[config.mk]
export PLATFORM = sky130hd
export DESIGN_NAME = uart_reg_ctrl
export DESIGN_NICKNAME = d
export VERILOG_FILES = /design/src/rtl/uart_reg_ctrl.sv
export SDC_FILE = /design/constraint.sdc
export NUM_CORES = 1
export LEC_CHECK = 0
export BUFFER_PORTS_ARGS = -buffer_cell sky130_fd_sc_hd__buf_2
export CAP_MARGIN = 25
export CORE_MARGIN = 3
export CORE_UTILIZATION = 50
export CTS_CLUSTER_DIAMETER = 120
export DETAILED_ROUTE_END_ITERATION = 6
export PLACE_DENSITY_LB_ADDON = 0.08
export SLEW_MARGIN = 20
export SYNTH_ARGS = -nofsm -noshare
export SYNTH_HDL_FRONTEND = slang
export SYNTH_SLANG_ARGS = --single-unit
[constraint.sdc]
create_clock -name clk -period 5.9 [get_ports clk]
set_input_delay 1.77 -clock clk [delete_from_list [all_inputs] [get_ports clk]]
set_output_delay 1.77 -clock clk [all_outputs]
set_load 0.01 [all_outputs]
[src/rtl/uart_reg_ctrl.sv]
// uart_reg_ctrl: 16550-style host register front end that configures and sequences one tx_rx datapath.
// Latency: bus_rdata/read_flag one cycle after bus_rd; write_flag one cycle after the LOAD state; irq lags its source by one cycle.
// Backpressure: none on the host bus; a THR write while THRE=0 is dropped. Optional loopback via `UART_LOOPBACK_EN.
module uart_reg_ctrl #(
   parameter logic [15:0] DIV_RESET = 16'd5208,
   parameter logic [7:0]  LCR_RESET = 8'h03
) (
   input  logic        clk,
   input  logic        rst_n,
   input  logic [2:0]  bus_addr,
   input  logic        bus_wr,
   input  logic        bus_rd,
   input  logic [7:0]  bus_wdata,
   output logic [7:0]  bus_rdata,
   output logic        irq,
   output logic [1:0]  word_length,
   output logic        stop_bits,
   output logic [2:0]  parity,
   output logic        set_break,
   output logic [15:0] baud_rate_cnt,
   output logic [7:0]  pi_tx_data,
   output logic        write_flag,
   output logic        read_flag,
   input  logic [7:0]  po_rx_data,
   input  logic        data_ready,
   input  logic        parity_error,
   input  logic        line_rx,
   output logic        line_tx,
   output logic        core_rx,
   input  logic        core_tx
);

   typedef enum logic [1:0] {ST_IDLE, ST_LOAD, ST_BUSY} tx_state_t;

   tx_state_t   state_q;
   logic [7:0]  lcr_q, dll_q, dlm_q, scr_q, thr_q;
   logic [2:0]  ier_q;
   logic        thre_q, pe_q, dr_prev_q, pend_q;
   logic [19:0] timer_q;
   logic [7:0]  rdata_q, pi_tx_data_q;
   logic        irq_q, write_flag_q, read_flag_q;
   logic [7:0]  mcr_rd;

   logic        dlab, temt, rd_any;
   logic        wr_thr, thr_accept, wr_ier, rd_lsr, rd_iir;
   logic [7:0]  lsr, iir, rdata_d;
   logic [3:0]  frame_bits;
   logic [19:0] frame_len;

   assign dlab       = lcr_q[7];
   assign temt       = thre_q & (state_q == ST_IDLE);
   assign lsr        = {1'b0, temt, thre_q, 2'b00, pe_q, 1'b0, data_ready};
   // a simultaneous write wins, so the read side is qualified by ~bus_wr
   assign rd_any     = bus_rd & ~bus_wr;
   assign wr_thr     = bus_wr & (bus_addr == 3'd0) & ~dlab;
   assign thr_accept = wr_thr & thre_q;
   assign wr_ier     = bus_wr & (bus_addr == 3'd1) & ~dlab;
   assign rd_lsr     = rd_any & (bus_addr == 3'd5);
   assign rd_iir     = rd_any & (bus_addr == 3'd2);
   // frame = start + data(5..8) + parity + stop(1..2) bits, each baud_rate_cnt cycles
   assign frame_bits = 4'd7 + {2'b00, lcr_q[1:0]} + {3'b000, lcr_q[3]} + {3'b000, lcr_q[2]};
   assign frame_len  = 20'(frame_bits) * {4'h0, dlm_q, dll_q};

   assign word_length   = lcr_q[1:0];
   assign stop_bits     = lcr_q[2];
   assign parity        = lcr_q[5:3];
   assign set_break     = lcr_q[6];
   assign baud_rate_cnt = {dlm_q, dll_q};
   assign bus_rdata     = rdata_q;
   assign irq           = irq_q;
   assign write_flag    = write_flag_q;
   assign read_flag     = read_flag_q;
   assign pi_tx_data    = pi_tx_data_q;

`ifdef UART_LOOPBACK_EN
   logic mcr_lb_q;
   assign mcr_rd  = {3'b000, mcr_lb_q, 4'h0};
   assign core_rx = mcr_lb_q ? core_tx : line_rx;
   assign line_tx = mcr_lb_q ? 1'b1 : core_tx;

   // MCR loopback bit
   always_ff @(posedge clk or negedge rst_n) begin
      if (!rst_n)                              mcr_lb_q <= 1'b0;
      else if (bus_wr && bus_addr == 3'd4)     mcr_lb_q <= bus_wdata[4];
   end
`else
   assign mcr_rd  = 8'h00;
   assign core_rx = line_rx;
   assign line_tx = core_tx;
`endif

   // interrupt identification, highest priority first
   always_comb begin
      iir = 8'h01;
      if (pe_q && ier_q[2])             iir = 8'h06;
      else if (data_ready && ier_q[0])  iir = 8'h04;
      else if (pend_q && ier_q[1])      iir = 8'h02;
   end

   // read data mux
   always_comb begin
      rdata_d = 8'h00;
      case (bus_addr)
         3'd0: rdata_d = dlab ? dll_q : po_rx_data;
         3'd1: rdata_d = dlab ? dlm_q : {5'b00000, ier_q};
         3'd2: rdata_d = iir;
         3'd3: rdata_d = lcr_q;
         3'd4: rdata_d = mcr_rd;
         3'd5: rdata_d = lsr;
         3'd6: rdata_d = 8'h00;
         default: rdata_d = scr_q;
      endcase
   end

   // host-writable configuration registers
   always_ff @(posedge clk or negedge rst_n) begin
      if (!rst_n) begin
         lcr_q <= LCR_RESET;
         dll_q <= DIV_RESET[7:0];
         dlm_q <= DIV_RESET[15:8];
         ier_q <= 3'b000;
         scr_q <= 8'h00;
      end else if (bus_wr) begin
         case (bus_addr)
            3'd0: if (dlab) dll_q <= bus_wdata;
            3'd1: if (dlab) dlm_q <= bus_wdata; else ier_q <= bus_wdata[2:0];
            3'd3: lcr_q <= bus_wdata;
            3'd7: scr_q <= bus_wdata;
            default: ;
         endcase
      end
   end

   // transmit sequencer: holding register, frame timer and start pulse
   always_ff @(posedge clk or negedge rst_n) begin
      if (!rst_n) begin
         state_q      <= ST_IDLE;
         thr_q        <= 8'h00;
         thre_q       <= 1'b1;
         timer_q      <= 20'd0;
         write_flag_q <= 1'b0;
         pi_tx_data_q <= 8'h00;
      end else begin
         write_flag_q <= 1'b0;
         if (thr_accept) begin
            thr_q  <= bus_wdata;
            thre_q <= 1'b0;
         end
         case (state_q)
            ST_IDLE: if (thr_accept) state_q <= ST_LOAD;
            ST_LOAD: begin
               pi_tx_data_q <= thr_q;
               write_flag_q <= 1'b1;
               thre_q       <= 1'b1;
               timer_q      <= frame_len;
               state_q      <= ST_BUSY;
            end
            ST_BUSY: begin
               // LOAD plus frame_len BUSY cycles; a zero-length frame still spends one BUSY cycle
               if (timer_q <= 20'd1) begin
                  timer_q <= 20'd0;
                  state_q <= (!thre_q || thr_accept) ? ST_LOAD : ST_IDLE;
               end else begin
                  timer_q <= timer_q - 20'd1;
               end
            end
            default: state_q <= ST_IDLE;
         endcase
      end
   end

   // status latches, interrupt output and registered read port
   always_ff @(posedge clk or negedge rst_n) begin
      if (!rst_n) begin
         dr_prev_q   <= 1'b0;
         pe_q        <= 1'b0;
         pend_q      <= 1'b0;
         irq_q       <= 1'b0;
         rdata_q     <= 8'h00;
         read_flag_q <= 1'b0;
      end else begin
         dr_prev_q   <= data_ready;
         irq_q       <= ~iir[0];
         read_flag_q <= rd_any && (bus_addr == 3'd0) && !dlab;
         if (rd_any) rdata_q <= rdata_d;
         // set beats clear for both latches
         if (data_ready && !dr_prev_q && parity_error) pe_q <= 1'b1;
         else if (rd_lsr)                              pe_q <= 1'b0;
         if ((state_q == ST_LOAD) || (wr_ier && bus_wdata[1] && thre_q)) pend_q <= 1'b1;
         else if (wr_thr || (rd_iir && iir == 8'h02))                   pend_q <= 1'b0;
      end
   end

endmodule
==> results of run 1 <==
==> power breakdown <==
group          total, mW  switching, mW  internal (mW)  leakage [nW]
clock network      0.603          0.265          0.337         0.149
registers           1.06          0.231          0.831          1.08
logic               3.01           1.76           1.25          2.14
total               4.68           2.26           2.42          3.36
==> registers in the layout (all words and copies together) (netlist names) <==
register    count
read_flag       1
timer_q        20
pi_tx_data      8
bus_rdata       8
scr_q           8
dlm_q           8
lcr_q           8
ier_q           3
pend_q          1
pe_q            1
thr_q           8
write_flag      1
dr_prev_q       1
dll_q           8
thre_q          1
irq             1
state_q         2
==> area by class of cell <==
| type | count | area [µm²] |
|---|---|---|
| timing repair buffer | 69 | 355.3 |
| multi-input combinational | 502 | 3908 |
| tap | 172 | 215.2 |
| inverter | 65 | 244.0 |
| clock inverter | 7 | 83.83 |
| clock buffer | 9 | 225.2 |
| sequential | 88 | 2212 |
| fill | 1227 | 5479 |
==> how the worst max path moves through the flow <==
stage / from / endpoint / cells after the start
after floorplan: lcr_q[0] / timer_q[14] / 19
after global placement: lcr_q[0] / timer_q[19] / 17
after detailed placement: lcr_q[0] / timer_q[19] / 17
after CTS: lcr_q[0] / timer_q[19] / 17
after global routing: lcr_q[0] / timer_q[19] / 17
final: lcr_q[0] / timer_q[19] / 17
==> cells in the final DEF, fill, tap and decap left out, types with 8 or more instances in the layout <==
| cell | n |
|---|---|
| mux2_2 | 53 |
| nor2_1 | 28 |
| nand2_1 | 69 |
| nand3_1 | 11 |
| mux2i_1 | 12 |
| dfrtp_1 | 80 |
| nor2b_1 | 15 |
| o22ai_1 | 11 |
| buf_2 | 65 |
| a21oi_1 | 31 |
| dfstp_2 | 8 |
| nor3_1 | 14 |
| nand2b_1 | 9 |
| ha_1 | 33 |
| o21ai_0 | 33 |
| o211ai_1 | 8 |
| and2_1 | 35 |
| fa_1 | 29 |
| inv_1 | 65 |
| xnor2_1 | 9 |
| clkbuf_16 | 9 |
==> critical path: cells and delay by family, from the launching register on <==
family | cells | cell delay (ps)
adder cells (fa/ha/maj) | 6 | 2490
buffers and inverters | 4 | 210
flip-flops | 1 | 550
AO/OA/AOI/OAI | 4 | 1000
multiplexers | 1 | 130
AND/OR/NAND/NOR | 2 | 430
==> metal layers <==
metal | track usage | vias up | wire [µm]
met3 | 0.04771 | 33 | 738
li1 | - | 2487 | -
met2 | 0.4013 | 154 | 8119
met1 | 0.3032 | 2631 | 7274
met4 | 0.09773 | 0 | 495
met5 | 0 | - | 0
==> through the flow <==
step	setup WS, ps	instances	cell area [µm²]	hold slack (ps)	power [mW]
6_report	957.5	912	7243	482.6	4.676
2_1_floorplan	1215	688	6544	467.0	3.299
5_1_grt	631.1	912	7243	509.6	5.155
4_1_cts	959.6	912	7243	485.8	4.714
3_5_place_dp	979.4	896	6934	470.3	4.087
3_3_place_gp	1063	896	6934	463.7	4.042
==> logic make-up (layout without fill, tap and decap cells) <==
group	Yosys count	in the layout
simple gates	216	216
compound gates	144	144
buf+inv	98	150
flops	88	88
mux	66	66
fa+ha+maj	62	62
xor+xnor	14	14
==> flow_metrics.tcl, run 1 <==
set metrics [dict create \
    status "completed" \
    crit_top_cell "inv_1" \
    arrival_ps 5180 \
    cp_slowest_stage_delay_ps 680 \
    slew_headroom 0.3848 \
    drc_errors 0 \
    ant_nets 0 \
    vias 5305 \
    hold_viol 0 \
    drt-vias-per-instance 5.817 \
    start_util 0.5144 \
    drv_cap 0 \
    synthMostInstantiatedCell "dfrtp_1" \
    fin_crit_sh 0.8377 \
    grt_pass1_wl_mm 27.41 \
    syn_avg_cell_area_um2 9.511 \
    clk_pin_slew_ps 70 \
    cts_resized 0 \
    grt_max_degree 52 \
    worstPathMaxFanout 16 \
    synth.area.mux_share 0.1113 \
    whs_endpoint "bus_rdata[1]" \
    hp-start "bus_rdata[1]" \
    final_util 0.5693 \
    dieArea_um2 14500 \
    slew_violations 0 \
    wl_per_cell_um 18.23 \
    die_x_um 120.4 \
    grt-ovfl-total 0 \
    reg2reg_slack_ps 960 \
    drt-pass1-iter-count 5 \
    num_rows 41 \
    synth_top_area_share 0.3059 \
    yosysTopAreaCell "dfrtp_1" \
    fin_tns_setup_ps 0 \
    coreArea_um2 12720 \
    cp_cell_sequence "inv_1 > ha_1 > inv_1 > ha_1 > fa_1 > and2_1 > fa_1 > inv_1 > fa_1 > inv_1 > ha_1 > o211ai_1 > o211ai_1 > nand2_1 > o221a_2 > mux2i_1 > a221o_1" \
    portBuffers 66 \
    n_antenna_cell 0 \
    synth_cell_types 61 \
    drt_wl_total_mm 16.63 \
    synthTopCellsByCount "dfrtp_1 (80), nand2_1 (69), inv_1 (65)" \
    min_period_ps 4943 \
    synth-xor-area-share 0.01874 \
    tightest_slew_ps 920.8 \
    grt_antenna_before_repair 0 \
    ys.flop_type "dfrtp_1" \
    timing.rr.start "lcr_q[0]" \
    max_freq_ghz 0.2023 \
    crit_slowest_cell "fa_1" \
    ys_seq_area_frac 0.3380 \
    syn_inst 688 \
    grt_pass1_vias 5475 \
    synth_compound_area_frac 0.1451 \
    clockRootBuffer "clkbuf_16" \
    finalSetupViolCount 0 \
    nets 824 \
    synth-edff-count 0 \
    gp_congestion 0.8838 \
    cts_hold_buffers 0 \
    r2r-end "timer_q[19]" \
    cts_inserted_buffers 9 \
    worstSetupEndpointType "register" \
    ys_warn_count 0 \
    min_path_type "register to register" \
    ir_drop_uv 260.6 \
    required_ps 6140 \
    drive_above_1_share 0.2081 \
    clk_latency_ps 350 \
    synth_nets 777 \
    grt_use_total 0.2392 \
    clock_sinks 88 \
    die_h_um 120.4 \
    synth_simple_gate_area_share 0.1702 \
    critPathLaunchType "register" \
    min_delay_path_depth 2 \
    h-tree-depth 3 \
    leakage_nw 3.363 \
    cts_buffer_depth 2 \
    drt_iter0_drc 319 \
    cts_setup_buffers 0 \
    ys_ff_latch 88 \
    criticalPathCategory "register to register" \
    cts_tree "done" \
    syn_to_final_growth_pct 10.69 \
    synthAdderAreaFrac 0.1518 \
    synth.cell_area_um2 6544 \
    synthTopCellsByArea "dfrtp_1 (31%), mux2_2 (9.1%), fa_1 (8.9%), ha_1 (6.3%), nand2_1 (4.0%)" \
    rr_worst_depth 17 \
    clock-skew-final_ps 10.98 \
    async_flop_share 1.000 \
    synth_top_family_by_area "simple AND/OR/NAND/NOR gates" \
    power_density_nw_per_um2 645.6 \
    rsz0062_at_grt "no" \
    hpwl_mm 12.43 \
    ioPinCount 71 \
]
(Power assumes the default switching activity.)
==> run 2, diff against run 1 <==
--- a/config.mk
+++ b/config.mk
@@ -5,6 +5,7 @@
 export SDC_FILE = /design/constraint.sdc
 export NUM_CORES = 1
 export LEC_CHECK = 0
+export ABC_AREA = 1
 export BUFFER_PORTS_ARGS = -buffer_cell sky130_fd_sc_hd__buf_2
 export CAP_MARGIN = 25
 export CORE_MARGIN = 3
==> constraint.sdc (replaced) <==
create_clock -name clk -period 4.4 [get_ports clk]
set_input_delay 1.32 -clock clk [delete_from_list [all_inputs] [get_ports clk]]
set_output_delay 1.32 -clock clk [all_outputs]
set_load 0.01 [all_outputs]
==> flow_metrics.tcl, run 2 <==
set metrics [dict create \
    hold_viol 0 \
    h-tree-depth 3 \
    switchingPower_mw 3.160 \
    grt_use_total 0.2572 \
    min_period_ps 4449 \
    cts_hold_buffers 0 \
    power_density_nw_per_um2 800.3 \
    drc_errors 0 \
    pwr-share-comb 0.669 \
    grt_max_degree 53 \
    die_x_um 122.0 \
    ys_warn_count 0 \
    crit_top_cell "inv_2" \
    synth.cell_area_um2 6723 \
    drt-pass1-iter-count 5 \
    num_rows 41 \
    dieArea_um2 14870 \
    hpwl_mm 13.52 \
    p_int_mw 3.481 \
    fin_crit_sh 1.011 \
    ir_drop_uv 392.5 \
    leakage_nw 4.344 \
    fin_tns_setup_ps -106.0 \
    syn_avg_cell_area_um2 7.167 \
    cp_slowest_stage_delay_ps 580 \
    fin_area_um2 8298 \
    synthMostInstantiatedCell "nand2_1" \
    clkPwrFrac 0.126 \
    finalSetupViolCount 5 \
    drt_wl_total_mm 18.76 \
    nets 1125 \
    arrival_ps 4720 \
    regMostFlops "timer_q" \
    synthTopCellsByArea "dfrtp_1 (30%), nand2_1 (15%), inv_1 (8.9%), fa_1 (8.6%), ha_1 (6.1%)" \
    drive_above_1_share 0.2440 \
    critPathLaunchType "register" \
    clk_pin_slew_ps 70 \
    min_delay_path_depth 2 \
    slew_violations 0 \
    ys.flop_type "dfrtp_1" \
    drt-vias-per-instance 5.252 \
    status "finished with violations" \
    clock-skew-final_ps 8.339 \
    crit_slowest_cell "fa_1" \
    yosysTopAreaCell "dfrtp_1" \
    synthTopCellsByCount "nand2_1 (260), inv_1 (160), nor2_1 (100)" \
    syn_inst 938 \
    gp_congestion 0.9489 \
    sw_frac_of_total 0.4758 \
    ys_seq_area_frac 0.3291 \
    wl_per_cell_um 15.47 \
    clock_sinks 88 \
    layout_setup_ws_ps -48.81 \
    slew_headroom 0.4948 \
    top_layer_used "met4" \
    final_common_cell "nand2_1" \
    cts_tree "done" \
    dpl_cell_area_um2 7447 \
    die_h_um 122.0 \
    met1_length_mm 8.681 \
    final_cell_mix "nand2_1 (237), inv_1 (146), nor2_1 (95)" \
    synth-edff-count 0 \
    ys_ff_latch 88 \
    synth_top_area_share 0.2978 \
    start_util 0.5221 \
    met3WireLength_mm 1.331 \
    ioPinCount 71 \
    violations "negative setup slack" \
    portBuffers 66 \
    ant_nets 0 \
    n_antenna_cell 0 \
    required_ps 4670 \
    cts_inserted_buffers 9 \
    syn_to_final_growth_pct 23.43 \
    min_path_type "register to register" \
    criticalPathCategory "register to register" \
    rsz0062_at_grt "yes" \
    tightest_slew_ps 756.9 \
    grt_pass1_wl_mm 29.80 \
    grt_antenna_before_repair 1 \
    cp_cell_sequence "inv_2 > ha_4 > inv_2 > ha_4 > fa_2 > xor2_4 > or2_4 > fa_1 > inv_2 > fa_1 > inv_2 > fa_2 > inv_2 > nand2_4 > o21ai_4 > nand2_1 > nand2_2 > nand2_2 > nand3_2 > nand3_1 > a21oi_1" \
    met2_length_mm 8.469 \
    clk_latency_ps 350 \
    drv_cap 0 \
    dp_cells 1188 \
    grt_pass1_vias 5855 \
    coreArea_um2 12880 \
    rr_worst_depth 21 \
    power_mw 6.641 \
    grt-ovfl-total 0 \
    fin_cells 1213 \
    vias 6371 \
    seqPwrFrac 0.206 \
    drt_iter0_drc 398 \
    max_freq_ghz 0.2248 \
    synth_nets 1027 \
    place_ws_ps -266.6 \
    clockRootBuffer "clkbuf_16" \
    async_flop_share 1.000 \
    worstSetupEndpointType "register" \
    cts_buffer_depth 2 \
    worstPathMaxFanout 4 \
    largest_reg_flops 20 \
    synth_cell_types 41 \
]
[run 2: layout make-up]
cell class / instances / area [µm²]
Sequential cell: 88 / 2212
Multi-Input combinational cell: 656 / 4177
Inverter: 163 / 611.8
Clock inverter: 7 / 83.83
Timing Repair Buffer: 118 / 773.2
Tap cell: 172 / 215.2
Fill cell: 1155 / 4578
Clock buffer: 9 / 225.2
[run 2: kinds of logic (layout without fill, tap and decap cells)]
family / count (synthesis) / in the layout / share of synthesized area
AOI/OAI and AO/OA: 149 / 149 / 0.1195
xor gates and xnor gates: 16 / 16 / 0.02084
adders and majority gates: 62 / 62 / 0.1478
buffers and inverters: 194 / 297 / 0.1167
DFF: 88 / 88 / 0.3291
and+or+nand+nor: 429 / 429 / 0.2661
[run 2: what timing repair did]
action	in CTS	in global routing
gates resized for setup	18	84
gates cloned	0	1
setup endpoints to repair	15	15
pin swaps	8	50
setup buffers	2	6
[run 2: path summary, 6_finish.rpt]
check / start / endpoint / slack, ps
worst max register to register: lcr_q[0] / timer_q[18] / -50
min in group asynchronous: rst_n / lcr_q[3] / 990
worst max-delay path: lcr_q[0] / timer_q[18] / -50
max in group asynchronous: rst_n / thre_q / 2620
worst min-delay path: pi_tx_data[3] / pi_tx_data[3] / 480
worst min register to register: pi_tx_data[3] / pi_tx_data[3] / 480
[run 2: layer usage]
metal / GRT usage / vias up
met1: 0.3784 / 3039
met3: 0.05200 / 25
met2: 0.3874 / 204
met4: 0.07283 / 0
li1: - / 3103
met5: 0 / -
[run 2: worst max-delay path: cells and delay by family, from the launching register on]
family	cells	cell delay [ps]
fa+ha+maj	6	2330
simple gates	7	730
flops	1	540
compound gates	2	310
buf+inv	5	280
xor+xnor	1	200
[run 2: through the flow]
| stage | hold slack (ps) | utilization |
|---|---|---|
| 2_1_floorplan | 447.9 | - |
| 3_3_place_gp | 456.9 | 0.5784 |
| 3_5_place_dp | 457.3 | 0.5784 |
| 4_1_cts | 477.3 | 0.6114 |
| 5_1_grt | 497.9 | 0.6444 |
| 6_report | 478.1 | 0.6444 |
[run 2: power groups by stage]
| stage | registers, mW | logic [mW] | clock network, mW |
|---|---|---|---|
| 2_1_floorplan | 1.34 | 2.35 | 0 |
| 3_3_place_gp | 1.36 | 3.55 | 0 |
| 3_5_place_dp | 1.36 | 3.58 | 0 |
| 4_1_cts | 1.36 | 3.77 | 0.841 |
| 5_1_grt | 1.40 | 4.99 | 0.868 |
| 6_report | 1.37 | 4.44 | 0.834 |
